**config.mk**
```make
export PLATFORM = sky130hd
export DESIGN_NAME = rv_ifetch_flat
export DESIGN_NICKNAME = d
export VERILOG_FILES = /design/src/rtl/rv_ifetch_if.sv /design/src/rtl/rv_ifetch.sv /design/src/flat_wrapper.sv
export SDC_FILE = /design/constraint.sdc
export NUM_CORES = 1
export LEC_CHECK = 0
export ABC_AREA = 1
export CORE_MARGIN = 3
export CORE_UTILIZATION = 61
export DETAILED_ROUTE_END_ITERATION = 16
export PLACE_DENSITY = 0.86
export SLEW_MARGIN = 20
export SYNTH_ARGS = -nofsm -noshare
export SYNTH_HDL_FRONTEND = slang
export SYNTH_SLANG_ARGS = --single-unit
```
**constraint.sdc**
```tcl
create_clock -name clk -period 6 [get_ports clk]
set_input_delay 0.9 -clock clk [delete_from_list [all_inputs] [get_ports clk]]
set_output_delay 0.9 -clock clk [all_outputs]
set_load 0.01 [all_outputs]
```
**src/rtl/rv_ifetch_if.sv**
```systemverilog
// Fetch-stage bus bundle: instruction-memory port, decoder-facing output and execute redirect.
// Optional IFETCH_ERR_EN adds imem_err (memory -> fetch) and inst_fault (fetch -> decoder).
interface rv_ifetch_if #(
    parameter int NUM_HARTS = 4,
    parameter int HART_W    = $clog2(NUM_HARTS)
);
    logic              imem_req;
    logic [31:0]       imem_addr;
    logic              imem_gnt;
    logic              imem_rvalid;
    logic [31:0]       imem_rdata;
`ifdef IFETCH_ERR_EN
    logic              imem_err;
    logic              inst_fault;
`endif
    logic              inst_valid;
    logic [31:0]       inst;
    logic [31:0]       inst_pc;
    logic [HART_W-1:0] inst_hart;
    logic              inst_ready;
    logic              redirect_valid;
    logic [HART_W-1:0] redirect_hart;
    logic [31:0]       redirect_pc;

`ifdef IFETCH_ERR_EN
    modport master (
        output imem_req, imem_addr, inst_valid, inst, inst_pc, inst_hart, inst_fault,
        input  imem_gnt, imem_rvalid, imem_rdata, imem_err, inst_ready,
               redirect_valid, redirect_hart, redirect_pc
    );
    modport slave (
        input  imem_req, imem_addr, inst_valid, inst, inst_pc, inst_hart, inst_fault,
        output imem_gnt, imem_rvalid, imem_rdata, imem_err, inst_ready,
               redirect_valid, redirect_hart, redirect_pc
    );
`else
    modport master (
        output imem_req, imem_addr, inst_valid, inst, inst_pc, inst_hart,
        input  imem_gnt, imem_rvalid, imem_rdata, inst_ready,
               redirect_valid, redirect_hart, redirect_pc
    );
    modport slave (
        input  imem_req, imem_addr, inst_valid, inst, inst_pc, inst_hart,
        output imem_gnt, imem_rvalid, imem_rdata, inst_ready,
               redirect_valid, redirect_hart, redirect_pc
    );
`endif
endinterface

```
**src/rtl/rv_ifetch.sv**
```systemverilog
// Barrel-style multi-hart instruction fetch: one outstanding imem request, round-robin hart pick.
// Optional IFETCH_ERR_EN: error responses deliver inst=0 with inst_fault=1.
//
// state  | meaning
// S_IDLE | pick next enabled hart at/after rr, launch its request
// S_REQ  | imem_req high with stable address until imem_gnt
// S_WAIT | granted, waiting for imem_rvalid (kill drops the response)
// S_HOLD | inst_valid high until inst_ready or a redirect to cur
module rv_ifetch #(
    parameter int          NUM_HARTS = 4,
    parameter logic [31:0] RESET_PC  = 32'h0000_0000
) (
    input  logic                 clk,
    input  logic                 rst_n,
    input  logic [NUM_HARTS-1:0] hart_en,
    rv_ifetch_if.master          bus
);
    localparam int HART_W = $clog2(NUM_HARTS);

    typedef enum logic [1:0] {S_IDLE, S_REQ, S_WAIT, S_HOLD} state_t;

    state_t            state;
    logic [31:0]       pc [NUM_HARTS];
    logic [HART_W-1:0] rr;
    logic [HART_W-1:0] cur;
    logic              kill;

    logic [HART_W-1:0] sel;
    logic              sel_found;
    logic [HART_W-1:0] idx;
    logic              redir_cur;
    logic [31:0]       redir_pc;

    assign redir_cur = bus.redirect_valid && (bus.redirect_hart == cur);
    assign redir_pc  = {bus.redirect_pc[31:2], 2'b00};

    // Descending scan so the smallest offset from rr wins; index wraps since NUM_HARTS is 2^n.
    always_comb begin
        sel       = rr;
        sel_found = 1'b0;
        idx       = rr;
        for (int i = NUM_HARTS - 1; i >= 0; i--) begin
            idx = rr + HART_W'(i);
            if (hart_en[idx]) begin
                sel       = idx;
                sel_found = 1'b1;
            end
        end
    end

    always_ff @(posedge clk or negedge rst_n) begin
        if (!rst_n) begin
            state          <= S_IDLE;
            rr             <= '0;
            cur            <= '0;
            kill           <= 1'b0;
            bus.imem_req   <= 1'b0;
            bus.imem_addr  <= '0;
            bus.inst_valid <= 1'b0;
            bus.inst       <= '0;
            bus.inst_pc    <= '0;
            bus.inst_hart  <= '0;
`ifdef IFETCH_ERR_EN
            bus.inst_fault <= 1'b0;
`endif
            for (int h = 0; h < NUM_HARTS; h++) pc[h] <= RESET_PC;
        end else begin
            // A redirect always beats the +4 of a coincident handshake.
            for (int h = 0; h < NUM_HARTS; h++) begin
                if (bus.redirect_valid && bus.redirect_hart == HART_W'(h))
                    pc[h] <= redir_pc;
                else if (state == S_HOLD && bus.inst_ready && cur == HART_W'(h))
                    pc[h] <= pc[h] + 32'd4;
            end

            case (state)
                S_IDLE: begin
                    if (sel_found) begin
                        cur          <= sel;
                        state        <= S_REQ;
                        bus.imem_req <= 1'b1;
                        // Forward a same-cycle redirect so the request already uses the new PC.
                        bus.imem_addr <= (bus.redirect_valid && bus.redirect_hart == sel)
                                         ? redir_pc : pc[sel];
                    end
                end
                S_REQ: begin
                    if (redir_cur) kill <= 1'b1;
                    if (bus.imem_gnt) begin
                        bus.imem_req <= 1'b0;
                        state        <= S_WAIT;
                    end
                end
                S_WAIT: begin
                    if (bus.imem_rvalid) begin
                        if (kill || redir_cur) begin
                            kill  <= 1'b0;
                            rr    <= cur + HART_W'(1);
                            state <= S_IDLE;
                        end else begin
`ifdef IFETCH_ERR_EN
                            bus.inst       <= bus.imem_err ? 32'h0000_0000 : bus.imem_rdata;
                            bus.inst_fault <= bus.imem_err;
`else
                            bus.inst       <= bus.imem_rdata;
`endif
                            bus.inst_pc    <= pc[cur];
                            bus.inst_hart  <= cur;
                            bus.inst_valid <= 1'b1;
                            state          <= S_HOLD;
                        end
                    end else if (redir_cur) begin
                        kill <= 1'b1;
                    end
                end
                S_HOLD: begin
                    if (redir_cur || bus.inst_ready) begin
                        bus.inst_valid <= 1'b0;
                        rr             <= cur + HART_W'(1);
                        state          <= S_IDLE;
                    end
                end
                default: state <= S_IDLE;
            endcase
        end
    end
endmodule

```
**src/flat_wrapper.sv**
```systemverilog
// flat-port wrapper written by rule: the top's interface ports become plain ports
module rv_ifetch_flat 
#(
    parameter int          NUM_HARTS = 4,
    parameter logic [31:0] RESET_PC  = 32'h0000_0000
)
  (clk, rst_n, hart_en, bus_imem_req, bus_imem_addr, bus_inst_valid, bus_inst, bus_inst_pc, bus_inst_hart, bus_imem_gnt, bus_imem_rvalid, bus_imem_rdata, bus_inst_ready, bus_redirect_valid, bus_redirect_hart, bus_redirect_pc);
  rv_ifetch_if #(.NUM_HARTS(NUM_HARTS)) bus_i ();
  input  logic clk;
  input  logic rst_n;
  input  logic [NUM_HARTS-1:0] hart_en;
  output wire logic [$bits(bus_i.imem_req)-1:0] bus_imem_req;
  output wire logic [$bits(bus_i.imem_addr)-1:0] bus_imem_addr;
  output wire logic [$bits(bus_i.inst_valid)-1:0] bus_inst_valid;
  output wire logic [$bits(bus_i.inst)-1:0] bus_inst;
  output wire logic [$bits(bus_i.inst_pc)-1:0] bus_inst_pc;
  output wire logic [$bits(bus_i.inst_hart)-1:0] bus_inst_hart;
  input wire logic [$bits(bus_i.imem_gnt)-1:0] bus_imem_gnt;
  input wire logic [$bits(bus_i.imem_rvalid)-1:0] bus_imem_rvalid;
  input wire logic [$bits(bus_i.imem_rdata)-1:0] bus_imem_rdata;
  input wire logic [$bits(bus_i.inst_ready)-1:0] bus_inst_ready;
  input wire logic [$bits(bus_i.redirect_valid)-1:0] bus_redirect_valid;
  input wire logic [$bits(bus_i.redirect_hart)-1:0] bus_redirect_hart;
  input wire logic [$bits(bus_i.redirect_pc)-1:0] bus_redirect_pc;
  assign bus_imem_req = bus_i.imem_req;
  assign bus_imem_addr = bus_i.imem_addr;
  assign bus_inst_valid = bus_i.inst_valid;
  assign bus_inst = bus_i.inst;
  assign bus_inst_pc = bus_i.inst_pc;
  assign bus_inst_hart = bus_i.inst_hart;
  assign bus_i.imem_gnt = bus_imem_gnt;
  assign bus_i.imem_rvalid = bus_imem_rvalid;
  assign bus_i.imem_rdata = bus_imem_rdata;
  assign bus_i.inst_ready = bus_inst_ready;
  assign bus_i.redirect_valid = bus_redirect_valid;
  assign bus_i.redirect_hart = bus_redirect_hart;
  assign bus_i.redirect_pc = bus_redirect_pc;
  rv_ifetch #(.NUM_HARTS(NUM_HARTS), .RESET_PC(RESET_PC)) u_core (.clk(clk), .rst_n(rst_n), .hart_en(hart_en), .bus(bus_i));
endmodule
```
Word-level counts from Yosys, hierarchy flattened
Cells that the tools add are included.
Storage, ports and cells
  bits in registers: 235
  bits of input ports: 76
  output and inout port bits: 100
Cells by class
  add/sub/neg operators: 8
  magnitude comparators: 6
  eq/ne operators: 18
  multiplexer cells: 52
  bitwise gates (word level): 3
  reduce and logical (&&, ||, !) cells: 30
Operators by type and width (count)
  32-bit 2-to-1 mux: 13
  32-bit by 3-bit adder with 32-bit output, second input constant: 4
  32-bit binary-select mux with 2-bit select: 2
  2-bit 2-to-1 mux: 12
  1-bit 2-to-1 mux: 16
  2-bit nonzero test: 7
  2-bit equality test, second input constant: 6
  2-bit by 3-bit less-than comparator with 1-bit output, second input constant: 4
  4-bit AND reduction: 3
  1-bit logical AND: 11
  1-bit binary-select mux with 2-bit select: 4
  2-bit inequality test, second input constant: 4
  2-bit one-hot mux with 4 select lines: 1
  2-bit by 1-bit equality test with 1-bit output, second input constant: 3
  3-bit >= comparator, second input constant: 2
  2-bit logical NOT: 3
  2-bit inverter with 3-bit output: 2
  1-bit one-hot mux with 2 select lines: 3
  3-bit AND reduction: 2
  2-bit by 1-bit adder with 2-bit output, second input constant: 2
  2-bit adder, second input constant: 2
  2-bit equality test: 2
  2-bit by 1-bit inequality test with 1-bit output, second input constant: 2
  2-bit one-hot mux with 2 select lines: 1
  other kinds (4): 6

Depth between registers and ports, before layout
  depth after elaboration: 12
  mapped depth: 17
  gate-level depth less buffers: 16

Worst setup path before layout
No wires, ideal clock.
  kind: input-to-reg
  from: input port bus_redirect_valid
  to: register u_core.bus.inst[11]
  setup time: 0.128 ns
  data arrival time: 2.141 ns
  data required time: 5.872 ns
  setup slack: 3.732 ns
  cell stages on the path: 9
  path buffers: 1
  path through: inv_1 > a21oi_1 > o2111ai_1 > and2b_1 > nand2_1 > inv_2 > nand2_2 > buf_2 > mux2_1
On the way
  cells in the longest elaborated chain, start to end: 4
Ends and longest elaborated chain
  start: declaration: line flat_wrapper.sv:22  | input wire logic [$bits(bus_i.redirect_valid)-1:0] bus_redirect_valid;
  1-bit logical AND: line rv_ifetch.sv:34  | assign redir_cur = bus.redirect_valid && (bus.redirect_hart == cur);
  1-bit logical OR: line rv_ifetch.sv:96  | if (kill || redir_cur) begin
  1-bit inverter (no source line)
  3-bit AND reduction (no source line)
  end signal: assignment: line rv_ifetch.sv:105  | bus.inst <= bus.imem_rdata;
  end: declaration: line rv_ifetch_if.sv:38  | output imem_req, imem_addr, inst_valid, inst, inst_pc, inst_hart,
Every way passes these cells.
A chain may end at the register's enable or synchronous reset.

Worst setup path in the final report
  from: input port bus_redirect_hart[1]
  to: register u_core.pc[82] in the netlist's numbering
On the way
  cells in the longest elaborated chain, start to end: 3
  elaborated cells on any way between the ends: 4
  those cells by class: 1 x eq/ne; 1 x mux; 2 x reduce/logical
Ends and longest elaborated chain
  start: declaration: line flat_wrapper.sv:23  | input wire logic [$bits(bus_i.redirect_hart)-1:0] bus_redirect_hart;
  2-bit by 1-bit equality test with 1-bit output (*): line rv_ifetch.sv:70  | if (bus.redirect_valid && bus.redirect_hart == HART_W'(h))
  1-bit logical AND (*): line rv_ifetch.sv:70
  32-bit 2-to-1 mux / 2-bit nonzero test (equally long branches)
  end signal: indexed assignment: line rv_ifetch.sv:71  | pc[h] <= redir_pc;
  end signal: indexed assignment: line rv_ifetch.sv:73  | pc[h] <= pc[h] + 32'd4;
  end: declaration: line rv_ifetch.sv:23  | logic [31:0] pc [NUM_HARTS];
Mark *: on every way between the ends. The rest lies on a longest branch, timed or not.

==> results.toml <==
[critical_path]
cp-end-kind = "flop"
path_buf_inv = 4
crit_slowest_cell = "nand2_1"
cp_max_fo = 31
critical_path_required_ps = 6360
start_kind = "primary input"
slowest_delay_ps = 780
critPathArrivalTime_ps = 4480
crit_chain = "clkdlybuf4s50_1 -> inv_1 -> nand2_1 -> nor2_1 -> inv_1 -> nand2_1 -> inv_1 -> nand2_1 -> o221ai_1"
path_class = "primary input to flop"
cp_top_family = "buffers and inverters"

[logic_synthesis]
ys_seq_elements = 224
yosysUniqueCellTypes = 44
syn_area_sq_um = 14400
async_reset_ff_frac = 1.00
seq_area_frac_synth = 0.389
synth_top_area_frac = 0.389
synth_top_cells_by_area = "dfrtp_1, nand2_1, nand3_1"
synth-warning-count = 0
yosysTopAreaCell = "dfrtp_1"
synth-main-ff-cell = "dfrtp_1"
avgSynthCellArea_sq_um = 7.34
synth_edf_count = 0
syn_inst = 1964

[clock_tree]
ctsRootBufferMaster = "clkbuf_16"
ctsHtreeMaxLevel = 1
cts_tree = "built"
clk_latency_ps = 540
postCtsSetupBuffers = 0
clock_sink_count = 224
clk_pin_slew_ps = 60
clockBufferDepth = 3
cts_hold_buf = 0
numCtsBuffers = 25
post_cts_resized = 0

[sta]
grt_setup_unrepaired = "no"
worst_slew_pin_slew_ps = 1150
clock_skew_ps = 11.3
final-setup-viol-count = 0
relSlewSlack = 0.229
post-route-period-util = 0.687
hold_viol = 0
fmax_ghz = 0.243
slew_violations = 0
tns_ps = 0
period_minus_slack_ps = 4120

[power]
p_sw_w = 0.00468
leakage_nw = 8.05
ir_worst_vdd_uv = 434
combPwrFrac = 0.540
p_sw_frac = 0.481
p_int_w = 0.00504
pwr-share-seq = 0.300
clock_power_share = 0.160
p_per_area_nw_per_um2 = 573

[global_routing]
grt_pass1_vias = 13974
grt_usage = 0.368
grt_max_degree = 118
globalRouteOverflowTotal = 0
grt_pass1_wl_um = 76000
antenna_found_initial = 5

[placed_design]
place_area_sq_um = 16100
io_buffers = 171
dp_hpwl_um = 33600
gp_congestion = 1.01

[route]
drt_first_pass_iters = 6
drc = 0
postRouteAntennaNets = 0
wl_per_cell_um = 20.0
routed_via_density = 6.19
num_vias = 14847
wl_um = 47900
drt_iter0_drc = 2215

[floorplan]
die_w_um = 160
die_h_um = 160
dieArea_sq_um = 25500
start_util = 0.629
core_area_sq_um = 22900
ioPinCount = 176
rows = 55

[outcome]
status = "finished clean"

[finish]
num-nets-final = 2158
drive_gt1_frac = 0.0513
fin_area_sq_um = 17000
area_delta_synth_final_pct = 17.6
antennaDiodeCount = 0

[flow_run]
drv_cap = 0

[min_path]
hold_path.class = "primary input to asynchronous set/reset pin"
layout by cell type (no fill, tap or decap), types with 3 or more instances in the layout:
| cell type | n |
|---|---|
| o22ai_1 | 21 |
| clkbuf_16 | 25 |
| mux2_2 | 3 |
| xor2_1 | 66 |
| nor3_2 | 8 |
| nand4_1 | 19 |
| o221ai_1 | 63 |
| inv_2 | 10 |
| mux2_1 | 52 |
| o21ai_0 | 98 |
| nand3_1 | 184 |
| a21o_1 | 10 |
| nand2_2 | 7 |
| o211ai_1 | 16 |
| nor2_1 | 109 |
| a21oi_1 | 62 |
| nor4_1 | 12 |
| xnor2_1 | 17 |
| clkinv_2 | 5 |
| nand2_1 | 603 |
| dfrtp_1 | 223 |
| nor2_2 | 10 |
| nand3_2 | 3 |
| buf_4 | 14 |
| inv_1 | 196 |
| nand3b_1 | 4 |
| ha_1 | 13 |
| o21bai_1 | 4 |
| clkdlybuf4s50_1 | 170 |
| clkbuf_8 | 6 |
| nor3_1 | 20 |
| a31oi_1 | 4 |
state kept, by name, summed over array words and instances, names as in the netlist:
signal,count
u_core.bus.inst,32
u_core.bus.imem_addr,31
u_core.pc,120
u_core.bus.inst_pc,30
u_core.bus.inst_valid,1
u_core.rr,2
u_core.bus.inst_hart,2
u_core.kill,1
u_core.bus.imem_req,1
u_core.state,2
u_core.cur,2
cells in the mapped netlist (4+ instances only):
cell type,count
nand2_1,604
inv_2,10
buf_1,9
nor3_2,8
nand4_1,19
nor2_2,10
mux2_1,52
nand2_2,7
nand3b_1,4
buf_2,22
o22ai_1,21
xor2_1,66
o21bai_1,4
o221ai_1,63
a21oi_1,62
clkbuf_1,58
o211ai_1,16
a31oi_1,4
buf_4,18
nand3_1,184
dfrtp_1,224
nor2_1,109
a21o_1,10
inv_1,197
o21ai_0,98
nor4_1,12
xnor2_1,17
nor3_1,20
ha_1,13
worst paths after layout:
path                                           from                        to  slack (ps)  cells past startpoint
min reg2reg                u_core.bus.imem_addr[21]  u_core.bus.imem_addr[21]         470                      2
max in group asynchronous                     rst_n             u_core.pc[20]        4160                      2
min                                           rst_n  u_core.bus.imem_addr[11]         450                      1
max reg2reg                            u_core.rr[0]  u_core.bus.imem_addr[23]        2270                     15
max                            bus_redirect_hart[1]             u_core.pc[82]        1880                      9
min in group clk           u_core.bus.imem_addr[21]  u_core.bus.imem_addr[21]         470                      2
power groups by stage:
stage | combinational, W | sequential, W | clock, W
CTS | 0.00512 | 0.00288 | 0.00155
global route | 0.00576 | 0.00299 | 0.00162
finish | 0.00525 | 0.00292 | 0.00155
detailed placement | 0.00507 | 0.00289 | 0
global placement | 0.00495 | 0.00285 | 0
floorplan | 0.00328 | 0.00280 | 0
logic make-up after synthesis:
logic type               share of synthesized area
AND/OR/NAND/NOR                              0.294
buffers and inverters                       0.0887
AO/OA/AOI/OAI                                0.124
flip-flops                                   0.389
XOR/XNOR                                    0.0504
multiplexers                                0.0430
adder cells (fa/ha/maj)                     0.0113
other                                     0.000260
per-layer routing:
layer | part of all wire | global-route usage
met4 | 0.037 | 0.117
met5 | 0.0013 | 0
met2 | 0.43 | 0.556
met3 | 0.14 | 0.115
met1 | 0.38 | 0.508
through the flow:
stage          worst slack (ps)  total power [W]  utilization  hold WS (ps)  cells
6_report                   1880          0.00972        0.740           453   2397
3_5_place_dp               1600          0.00796        0.704           464   2355
3_3_place_gp               1680          0.00780        0.704           460   2355
5_1_grt                    1800           0.0104        0.740           497   2397
2_1_floorplan              3730          0.00607            -           487   1965
4_1_cts                    2090          0.00955        0.740           479   2397
final cells by class:
cell class / count / area, sq um
clock buffers: 33 / 716
clock inverters: 9 / 101
fillers: 1754 / 5960
inverters: 207 / 777
multi-input cells: 1426 / 7540
flip-flops and latches: 224 / 5610
well taps: 313 / 392
repair buffers: 185 / 1820
Power figures use the tool's default switching activity.
